**config.mk**
```make
export PLATFORM = sky130hd
export DESIGN_NAME = image_loader
export DESIGN_NICKNAME = d
export VERILOG_FILES = /design/src/rtl/image_loader.sv
export SDC_FILE = /design/constraint.sdc
export NUM_CORES = 1
export LEC_CHECK = 0
export CORE_MARGIN = 5
export CORE_UTILIZATION = 25
export DETAILED_ROUTE_END_ITERATION = 12
export SYNTH_ARGS = -nofsm -noshare
export SYNTH_HDL_FRONTEND = slang
export SYNTH_SLANG_ARGS = --single-unit
```
**constraint.sdc**
```tcl
create_clock -name clk -period 1.5 [get_ports clk]
set_input_delay 0.225 -clock clk [delete_from_list [all_inputs] [get_ports clk]]
set_output_delay 0.225 -clock clk [all_outputs]
set_load 0.1 [all_outputs]
```
**src/rtl/image_loader.sv**
```systemverilog
// image_loader: frame assembler for the MNIST accelerator front end.
// Pixel beats arrive over a valid/ready bus and are packed row-major into
// image_data. Once a frame is complete it is held with image_valid until the
// classifier core acknowledges it, then the next frame may start.
// Optional build macro IMAGE_LOADER_SOF_CHECK_EN enables start-of-frame
// resynchronisation via in_sof and the frame_err pulse; without it in_sof is
// ignored and frame_err is tied low.
module image_loader #(
    parameter int IMG_W = 14,
    parameter int IMG_H = 14,
    parameter int BUS_W = 7
) (
    input  logic                     clk,
    input  logic                     reset,
    input  logic [BUS_W-1:0]         data_in,
    input  logic                     in_valid,
    input  logic                     in_sof,
    output logic                     in_ready,
    output logic [IMG_W*IMG_H-1:0]   image_data,
    output logic                     image_valid,
    input  logic                     image_ack,
    output logic [7:0]               frame_count,
    output logic                     frame_err
);

    // Row geometry: a row is split into BPR equal beats.
    localparam int BPR    = IMG_W / BUS_W;
    localparam int BEAT_W = (BPR > 1) ? $clog2(BPR) : 1;
    localparam int ROW_W  = (IMG_H > 1) ? $clog2(IMG_H) : 1;

    localparam logic [BEAT_W-1:0] BEAT_LAST = BEAT_W'(BPR - 1);
    localparam logic [ROW_W-1:0]  ROW_LAST  = ROW_W'(IMG_H - 1);

    // Two-state controller: FILL collects beats, HOLD presents the frame.
    localparam logic [0:0] ST_FILL = 1'b0;
    localparam logic [0:0] ST_HOLD = 1'b1;

    // A row must be an exact number of beats, otherwise pixels would straddle
    // row boundaries and the packing would be ambiguous.
    generate
        if ((IMG_W % BUS_W) != 0 || BPR < 1) begin : g_bad_geometry
            $error("image_loader: IMG_W must be a non-zero multiple of BUS_W");
        end
    endgenerate

    logic [0:0]        state;
    logic [0:0]        next_state;
    logic [BEAT_W-1:0] beat_cnt;
    logic [ROW_W-1:0]  row_cnt;
    logic [BEAT_W-1:0] beat_pos;
    logic [ROW_W-1:0]  row_pos;
    logic [BEAT_W-1:0] beat_nxt;
    logic [ROW_W-1:0]  row_nxt;
    logic              accept;
    logic              sof_restart;
    logic              last_beat;

    assign accept = in_valid && in_ready;

`ifdef IMAGE_LOADER_SOF_CHECK_EN
    logic mid_frame_sof;

    // An accepted SOF beat always lands at row 0, beat 0.
    assign sof_restart   = accept && in_sof;
    assign mid_frame_sof = sof_restart && ((beat_cnt != '0) || (row_cnt != '0));

    // Flag an SOF that arrived while a frame was partly assembled.
    always_ff @(posedge clk) begin
        if (reset) begin
            frame_err <= 1'b0;
        end else begin
            frame_err <= mid_frame_sof;
        end
    end
`else
    logic unused_sof;

    assign sof_restart = 1'b0;
    assign unused_sof  = in_sof;
    assign frame_err   = 1'b0;
`endif

    // Effective write position of the current beat and the position after it.
    always_comb begin
        beat_pos  = sof_restart ? '0 : beat_cnt;
        row_pos   = sof_restart ? '0 : row_cnt;
        last_beat = accept && (row_pos == ROW_LAST) && (beat_pos == BEAT_LAST);
        beat_nxt  = beat_pos + BEAT_W'(1);
        row_nxt   = row_pos;
        if (last_beat) begin
            beat_nxt = '0;
            row_nxt  = '0;
        end else if (beat_pos == BEAT_LAST) begin
            beat_nxt = '0;
            row_nxt  = row_pos + ROW_W'(1);
        end
    end

    // Beat and row position advance only on accepted beats.
    always_ff @(posedge clk) begin
        if (reset) begin
            beat_cnt <= '0;
            row_cnt  <= '0;
        end else if (accept) begin
            beat_cnt <= beat_nxt;
            row_cnt  <= row_nxt;
        end
    end

    // FILL goes to HOLD on the final beat; HOLD returns to FILL on acknowledge.
    always_comb begin
        next_state = state;
        case (state)
            ST_FILL: if (last_beat) next_state = ST_HOLD;
            ST_HOLD: if (image_ack) next_state = ST_FILL;
            default: next_state = ST_FILL;
        endcase
    end

    // State register.
    always_ff @(posedge clk) begin
        if (reset) begin
            state <= ST_FILL;
        end else begin
            state <= next_state;
        end
    end

    assign image_valid = (state == ST_HOLD);

    // in_ready is registered so it stays low during reset and for the hold.
    always_ff @(posedge clk) begin
        if (reset) begin
            in_ready <= 1'b0;
        end else begin
            in_ready <= (next_state == ST_FILL);
        end
    end

    // Count completed frames; the 8-bit counter wraps naturally.
    always_ff @(posedge clk) begin
        if (reset) begin
            frame_count <= '0;
        end else if (last_beat) begin
            frame_count <= frame_count + 8'd1;
        end
    end

    // Write each accepted beat into its slice; the frame is never cleared
    // between frames because the next frame overwrites every bit.
    always_ff @(posedge clk) begin
        if (reset) begin
            image_data <= '0;
        end else begin
            for (int r = 0; r < IMG_H; r++) begin
                for (int k = 0; k < BPR; k++) begin
                    if (accept && (row_pos == ROW_W'(r)) && (beat_pos == BEAT_W'(k))) begin
                        image_data[r*IMG_W + k*BUS_W +: BUS_W] <= data_in;
                    end
                end
            end
        end
    end

endmodule

```
==> results of run 1 <==
-- per-stage QoR --
step                util [%]  area (sq um)  setup TNS (ns)
floorplan                  -          8558         -0.1914
global placement       40.56         13600          -47.62
detailed placement     40.56         13600          -46.42
CTS                    43.32         14530       -0.009760
global route           44.34         14870          -1.619
finish                 44.34         14870        -0.01967
-- layout make-up --
cell class	count	area, sq um
timing repair buffer	278	4986
clock inverter	7	37.54
fill	3051	18660
multi-input combinational	552	4277
inverter	4	15.01
clock buffer	36	738.2
sequential	211	4255
tap	448	560.5
-- registers in the layout (all words and copies together) (netlist names) --
name         flops
in_ready         1
beat_cnt         1
image_data     196
frame_count      8
row_cnt          4
image_valid      1
-- cells in the final DEF, fill, tap and decap left out, types with 4 or more instances in the layout --
master             n
buf_6              7
buf_12           225
buf_4             35
dfxtp_2            4
nand4_1            5
nand3_2           10
a21oi_1           45
o31ai_1            4
nand2_8           12
clkdlybuf4s50_1    9
nand3_1           54
nand2b_1         149
dfxtp_1          200
dfxtp_4            7
clkinv_2           6
o21ai_0           58
mux2i_1          138
clkbuf_16         28
clkbuf_1           5
a21oi_2           21
nand4_4            5
clkbuf_8           5
nand2_4            4
-- final timing paths --
check / from / end / cells past startpoint
min: reset / image_data[78] / 2
min reg2reg: image_data[86] / image_data[86] / 2
max reg2reg: row_cnt[1] / image_data[138] / 7
max: row_cnt[1] / image_data[138] / 7
-- kinds of logic (layout without fill, tap and decap cells) --
group | count (synthesis) | in the layout | synth area share, %
XOR/XNOR | 2 | 2 | 0.2068
flip-flops | 211 | 211 | 49.86
multiplexers | 141 | 141 | 16.67
other | 1 | 1 | 0.04426
AND/OR/NAND/NOR | 270 | 271 | 19.86
buffers and inverters | 87 | 325 | 4.623
AO/OA/AOI/OAI | 132 | 132 | 7.990
adder cells (fa/ha/maj) | 5 | 5 | 0.7384
-- power by group --
group          total [mW]  internal, mW  switching [mW]
Combinational       0.833         0.313           0.519
Sequential           5.64          5.61          0.0283
Clock                5.72          3.39            2.33
Total                12.2          9.32            2.88
-- layer usage --
| metal | global-route usage [%] | vias up | part of all wire, % |
|---|---|---|---|
| met1 | 18.29 | 3345 | 40 |
| met2 | 24.19 | 235 | 49 |
| met3 | 5.369 | 41 | 8.9 |
| li1 | - | 3345 | - |
| met5 | 0 | - | 0 |
| met4 | 3.255 | 0 | 2.1 |
-- timing repair --
item                                    4_1_cts  5_1_grt
cloned                                        0        4
setup buffers                                 1        0
endpoints found under the setup margin      112      141
gates resized for setup                      26       64
pin swaps                                     2       16
==> results.sh, run 1 <==
export IMPL_synthDistinctLibCells=36
export IMPL_fin_crit_sh_pct=100.8
export IMPL_yosysSeqAreaShare_pct=49.86
export IMPL_numPortBuffers=216
export IMPL_finalSetupViolations=2
export IMPL_grt_pass1_vias=7135
export IMPL_clk_pin_slew_ns=0.06
export IMPL_grt_usage_pct=14.61
export IMPL_overflow=0
export IMPL_min_path_type="primary input to flip-flop"
export IMPL_final_nets=1089
export IMPL_firstDrtPassIters=5
export IMPL_fmax_ghz=0.6611
export IMPL_cts_max_level=1
export IMPL_die_h_microns=194.1
export IMPL_finalClockSkew_ns=0.01132
export IMPL_yosys_warnings=0
export IMPL_drv_cap=0
export IMPL_area_growth_pct=75.51
export IMPL_slowest_delay_ns=0.33
export IMPL_rows=67
export IMPL_fp_dieW_microns=194.1
export IMPL_cts_sinks=211
export IMPL_initialDrtViolationCount=328
export IMPL_place_inst=1488
export IMPL_pin_count=219
export IMPL_worst_slew_pin_slew_ns=0.5187
export IMPL_grt_max_degree=79
export IMPL_path_cells="inv_2, ha_4, buf_6, and4b_4, clkbuf_16, nand3_2, a21oi_2"
export IMPL_cp_max_fo=7
export IMPL_start_kind="flip-flop"
export IMPL_synth_avg_cell_area_sq_um=9.979
export IMPL_synthFlopType="dfxtp_1"
export IMPL_post_route_drc_count=0
export IMPL_slew_headroom_pct=65.42
export IMPL_vdd_drop_max_uv=645.2
export IMPL_clk_latency_ns=0.51
export IMPL_p_leak_nw=6.157
export IMPL_crit_required_ns=1.94
export IMPL_whs_ns=0.07964
export IMPL_crit_buf_inv=3
export IMPL_async_flop_share_pct=0
export IMPL_final_cells=1536
export IMPL_gp_congestion=0.7551
export IMPL_clockBufferDepth=3
export IMPL_syn_nets=866
export IMPL_antennaDiodeCount=0
export IMPL_crit_type="flip-flop to flip-flop"
export IMPL_drv_slew=0
export IMPL_synthTopCellsByCount="dfxtp_1 (211), nand2b_1 (150), mux2i_1 (140), a21oi_1 (66), nand3_1 (64)"
export IMPL_min_period_ns=1.513
export IMPL_antenna_found_initial=0
export IMPL_crit_family="simple AND/OR/NAND/NOR gates"
export IMPL_die_area_sq_um=37670
export IMPL_cts_buffers=25
export IMPL_crit_path_end_kind="flip-flop"
export IMPL_slowest_stage="dfxtp_2"
export IMPL_violations="negative setup slack"
export IMPL_synthTopCellsByArea="dfxtp_1 (50%), mux2i_1 (17%), nand2b_1 (11%)"
export IMPL_drive_gt1_share_pct=36.03
export IMPL_rsz0062_at_grt="true"
export IMPL_hpwl_mm=19.74
export IMPL_total_power_mw=12.20
export IMPL_cts_tree="done"
export IMPL_ys_seq_elements=211
export IMPL_status="complete, but fails checks"
export IMPL_viasPerCell=4.535
export IMPL_synth_cells=849
export IMPL_fin_ws_ns=-0.01262
export IMPL_grt_first_pass_wirelength_mm=44.28
export IMPL_netlist_area_sq_um=8472
export IMPL_core_area_sq_um=33530
export IMPL_drt_antenna_violating_nets=0
export IMPL_synth_edf_count=0
export IMPL_hold_viol_final=0
export IMPL_yosysTopAreaCell="dfxtp_1"
export IMPL_arrival_ns=1.95
export IMPL_initial_core_util_pct=25.26
export IMPL_pre_cts_slack_ns=-0.3766
export IMPL_routedWlPerCell_microns=18.90
export IMPL_wirelength_mm=29.03
export IMPL_postCtsHoldBufs=0
export IMPL_synth_most_common_cell="dfxtp_1"
export IMPL_reg2reg_slack_ns=-0.01
export IMPL_netlist_area_leader_share_pct=49.86
export IMPL_vias=6966
export IMPL_power_density_nw_per_um2=820.4
export IMPL_cts_root_buf="clkbuf_16"
Note: power is estimated with default switching activity, not from simulation.
==> run 2: changes to the inputs <==
Settings changed: CORE_ASPECT_RATIO set to 0.75.
==> run 2 against run 1 <==
Net effect:
- the run still ends with negative setup slack left
- die area grew 0.10%
- cell count increased by 0.52%
- critical path depth is the same
- first-iteration DRC count up 15%
- sequential power about the same
- flip-flop and latch count unchanged
- setup slack barely moved
- power rose by 3.5%
- combinational power is 4.7% higher
- fmax about the same
- clock power increased by 7.0%
==> results.sh, run 2 (same netlist as run 1, synthesis figures left out) <==
export IMPL_viasPerCell=4.575
export IMPL_rows=58
export IMPL_grt_util_met3_pct=5.326
export IMPL_post_route_drc_count=0
export IMPL_worst_slew_pin_slew_ns=0.5629
export IMPL_fmax_ghz=0.6613
export IMPL_largest_reg_flops=196
export IMPL_final_cells=1544
export IMPL_core_area_sq_um=33450
export IMPL_final_common_cell="buf_12"
export IMPL_antenna_found_initial=0
export IMPL_vias=7064
export IMPL_rsz0062_at_grt="true"
export IMPL_clockBufferDepth=3
export IMPL_place_inst=1489
export IMPL_power_density_nw_per_um2=831.2
export IMPL_area_growth_pct=79.37
export IMPL_initialDrtViolationCount=377
export IMPL_drv_slew=0
export IMPL_slowest_delay_ns=0.36
export IMPL_final_cell_mix="buf_12 (227), dfxtp_1 (199), nand2b_1 (150), mux2i_1 (138), o21ai_0 (51)"
export IMPL_wirelength_mm=29.96
export IMPL_violations="negative setup slack"
export IMPL_firstDrtPassIters=5
export IMPL_cts_root_buf="clkbuf_16"
export IMPL_cts_sinks=211
export IMPL_die_area_sq_um=37710
export IMPL_grt_first_pass_wirelength_mm=44.13
export IMPL_cts_tree="done"
export IMPL_largest_register="image_data"
export IMPL_crit_path_end_kind="flip-flop"
export IMPL_grt_max_degree=64
export IMPL_drv_cap=0
export IMPL_initial_core_util_pct=25.32
export IMPL_crit_type="flip-flop to flip-flop"
export IMPL_finish_instance_area_sq_um=15200
export IMPL_finalSetupViolations=4
export IMPL_cts_buffers=24
export IMPL_met1_usage_pct=19.77
export IMPL_slew_headroom_pct=62.47
export IMPL_grt_usage_pct=14.79
export IMPL_drt_antenna_violating_nets=0
export IMPL_clk_latency_ns=0.53
export IMPL_crit_required_ns=1.94
export IMPL_arrival_ns=1.96
export IMPL_grt_use_met2_pct=23.37
export IMPL_hpwl_mm=20.34
export IMPL_cp_max_fo=7
export IMPL_top_regs="image_data: 196 flops, frame_count: 8 flops, row_cnt: 4 flops"
export IMPL_p_leak_nw=6.152
export IMPL_fp_dieW_microns=222.6
export IMPL_gp_congestion=0.7669
export IMPL_min_path_type="primary input to flip-flop"
export IMPL_routedWlPerCell_microns=19.40
export IMPL_grt_pass1_vias=6982
export IMPL_start_kind="flip-flop"
export IMPL_postCtsHoldBufs=0
export IMPL_hold_viol_final=0
export IMPL_nFillCells=3017
export IMPL_overflow=0
export IMPL_die_h_microns=169.4
export IMPL_place_area_sq_um=13630
export IMPL_antennaDiodeCount=0
export IMPL_fin_ws_ns=-0.01221
export IMPL_crit_buf_inv=3
export IMPL_fin_crit_sh_pct=100.8
export IMPL_status="complete, but fails checks"
export IMPL_numPortBuffers=216
export IMPL_whs_ns=0.05849
export IMPL_final_setup_tns_ns=-0.02436
export IMPL_clk_pin_slew_ns=0.06
export IMPL_vdd_drop_max_uv=544.1
export IMPL_drive_gt1_share_pct=38.21
export IMPL_slowest_stage="dfxtp_4"
export IMPL_pin_count=219
export IMPL_path_cells="inv_4, ha_4, buf_6, and4_4, clkbuf_16, nand3_2, a21oi_2"
export IMPL_min_period_ns=1.512
export IMPL_crit_family="simple AND/OR/NAND/NOR gates"
export IMPL_cts_max_level=1
export IMPL_final_nets=1093
export IMPL_finalClockSkew_ns=0.02237
export IMPL_grt_busiest_layer="met2"
## run 2: cell types whose count changed in the layout (fill, tap and decap cells not counted), sizes merged
cell      change
clkinvlp      +2
clkinv        -4
buf           +3
bufinv        +2
clkbuf        +2
inv           +1
## run 2: report_power, final
part           internal, mW  switching, mW  total [mW]  leakage, nW
sequential             5.61         0.0257        5.64         1.71
combinational         0.316          0.555       0.872         4.04
clock                  3.74           2.38        6.12        0.404
## run 2: worst paths after layout
kind                            cells after the start           start         endpoint  slack, ns
worst min register to register                      2  image_data[29]   image_data[29]       0.51
worst max register to register                      7      row_cnt[1]  image_data[195]      -0.01
worst max-delay path                                7      row_cnt[1]  image_data[195]      -0.01
worst min-delay path                                2           reset   image_data[82]       0.06
## run 2: worst reg2reg max path, cell delays in order, from the launching register on
cell       delay [ns]
dfxtp_4          0.36
inv_4            0.07
ha_4             0.17
buf_6            0.12
and4_4           0.32
clkbuf_16        0.20
nand3_2          0.09
a21oi_2          0.13
## run 2: metal layers
| layer | share of wire, % | wire, microns | vias up |
|---|---|---|---|
| li1 | - | - | 3373 |
| met5 | 0 | 0 | - |
| met3 | 7.3 | 2179 | 35 |
| met4 | 1.7 | 507 | 0 |
| met2 | 45 | 13510 | 191 |
| met1 | 46 | 13770 | 3465 |
## run 2: area by class of cell
class | count | area, sq um | share of cell area, %
flip-flops and latches | 211 | 4259 | 28.03
clock buffers | 36 | 737.0 | 4.850
clock inverters | 8 | 98.84 | 0.6505
well taps | 450 | 563.0 | 3.705
inverters | 4 | 17.52 | 0.1153
multi-input cells | 552 | 4433 | 29.17
repair buffers | 283 | 5087 | 33.48
## run 2: timing repair
| action | CTS | global route |
|---|---|---|
| hold endpoints to repair | 0 | 0 |
| gates cloned | 0 | 7 |
| buffers inserted | 1 | 3 |
| resized for setup | 22 | 105 |
| pin swaps | 3 | 35 |
| setup endpoints to repair | 98 | 166 |
## run 2: stage by stage
stage	worst slack (ns)	utilization (%)	total power, mW
global placement	-0.3199	40.73	6.563
CTS	-0.02658	43.58	12.79
floorplan	-0.02611	-	6.207
finish	-0.01221	45.42	12.63
global route	-0.08575	45.42	13.11
detailed placement	-0.3339	40.73	6.568
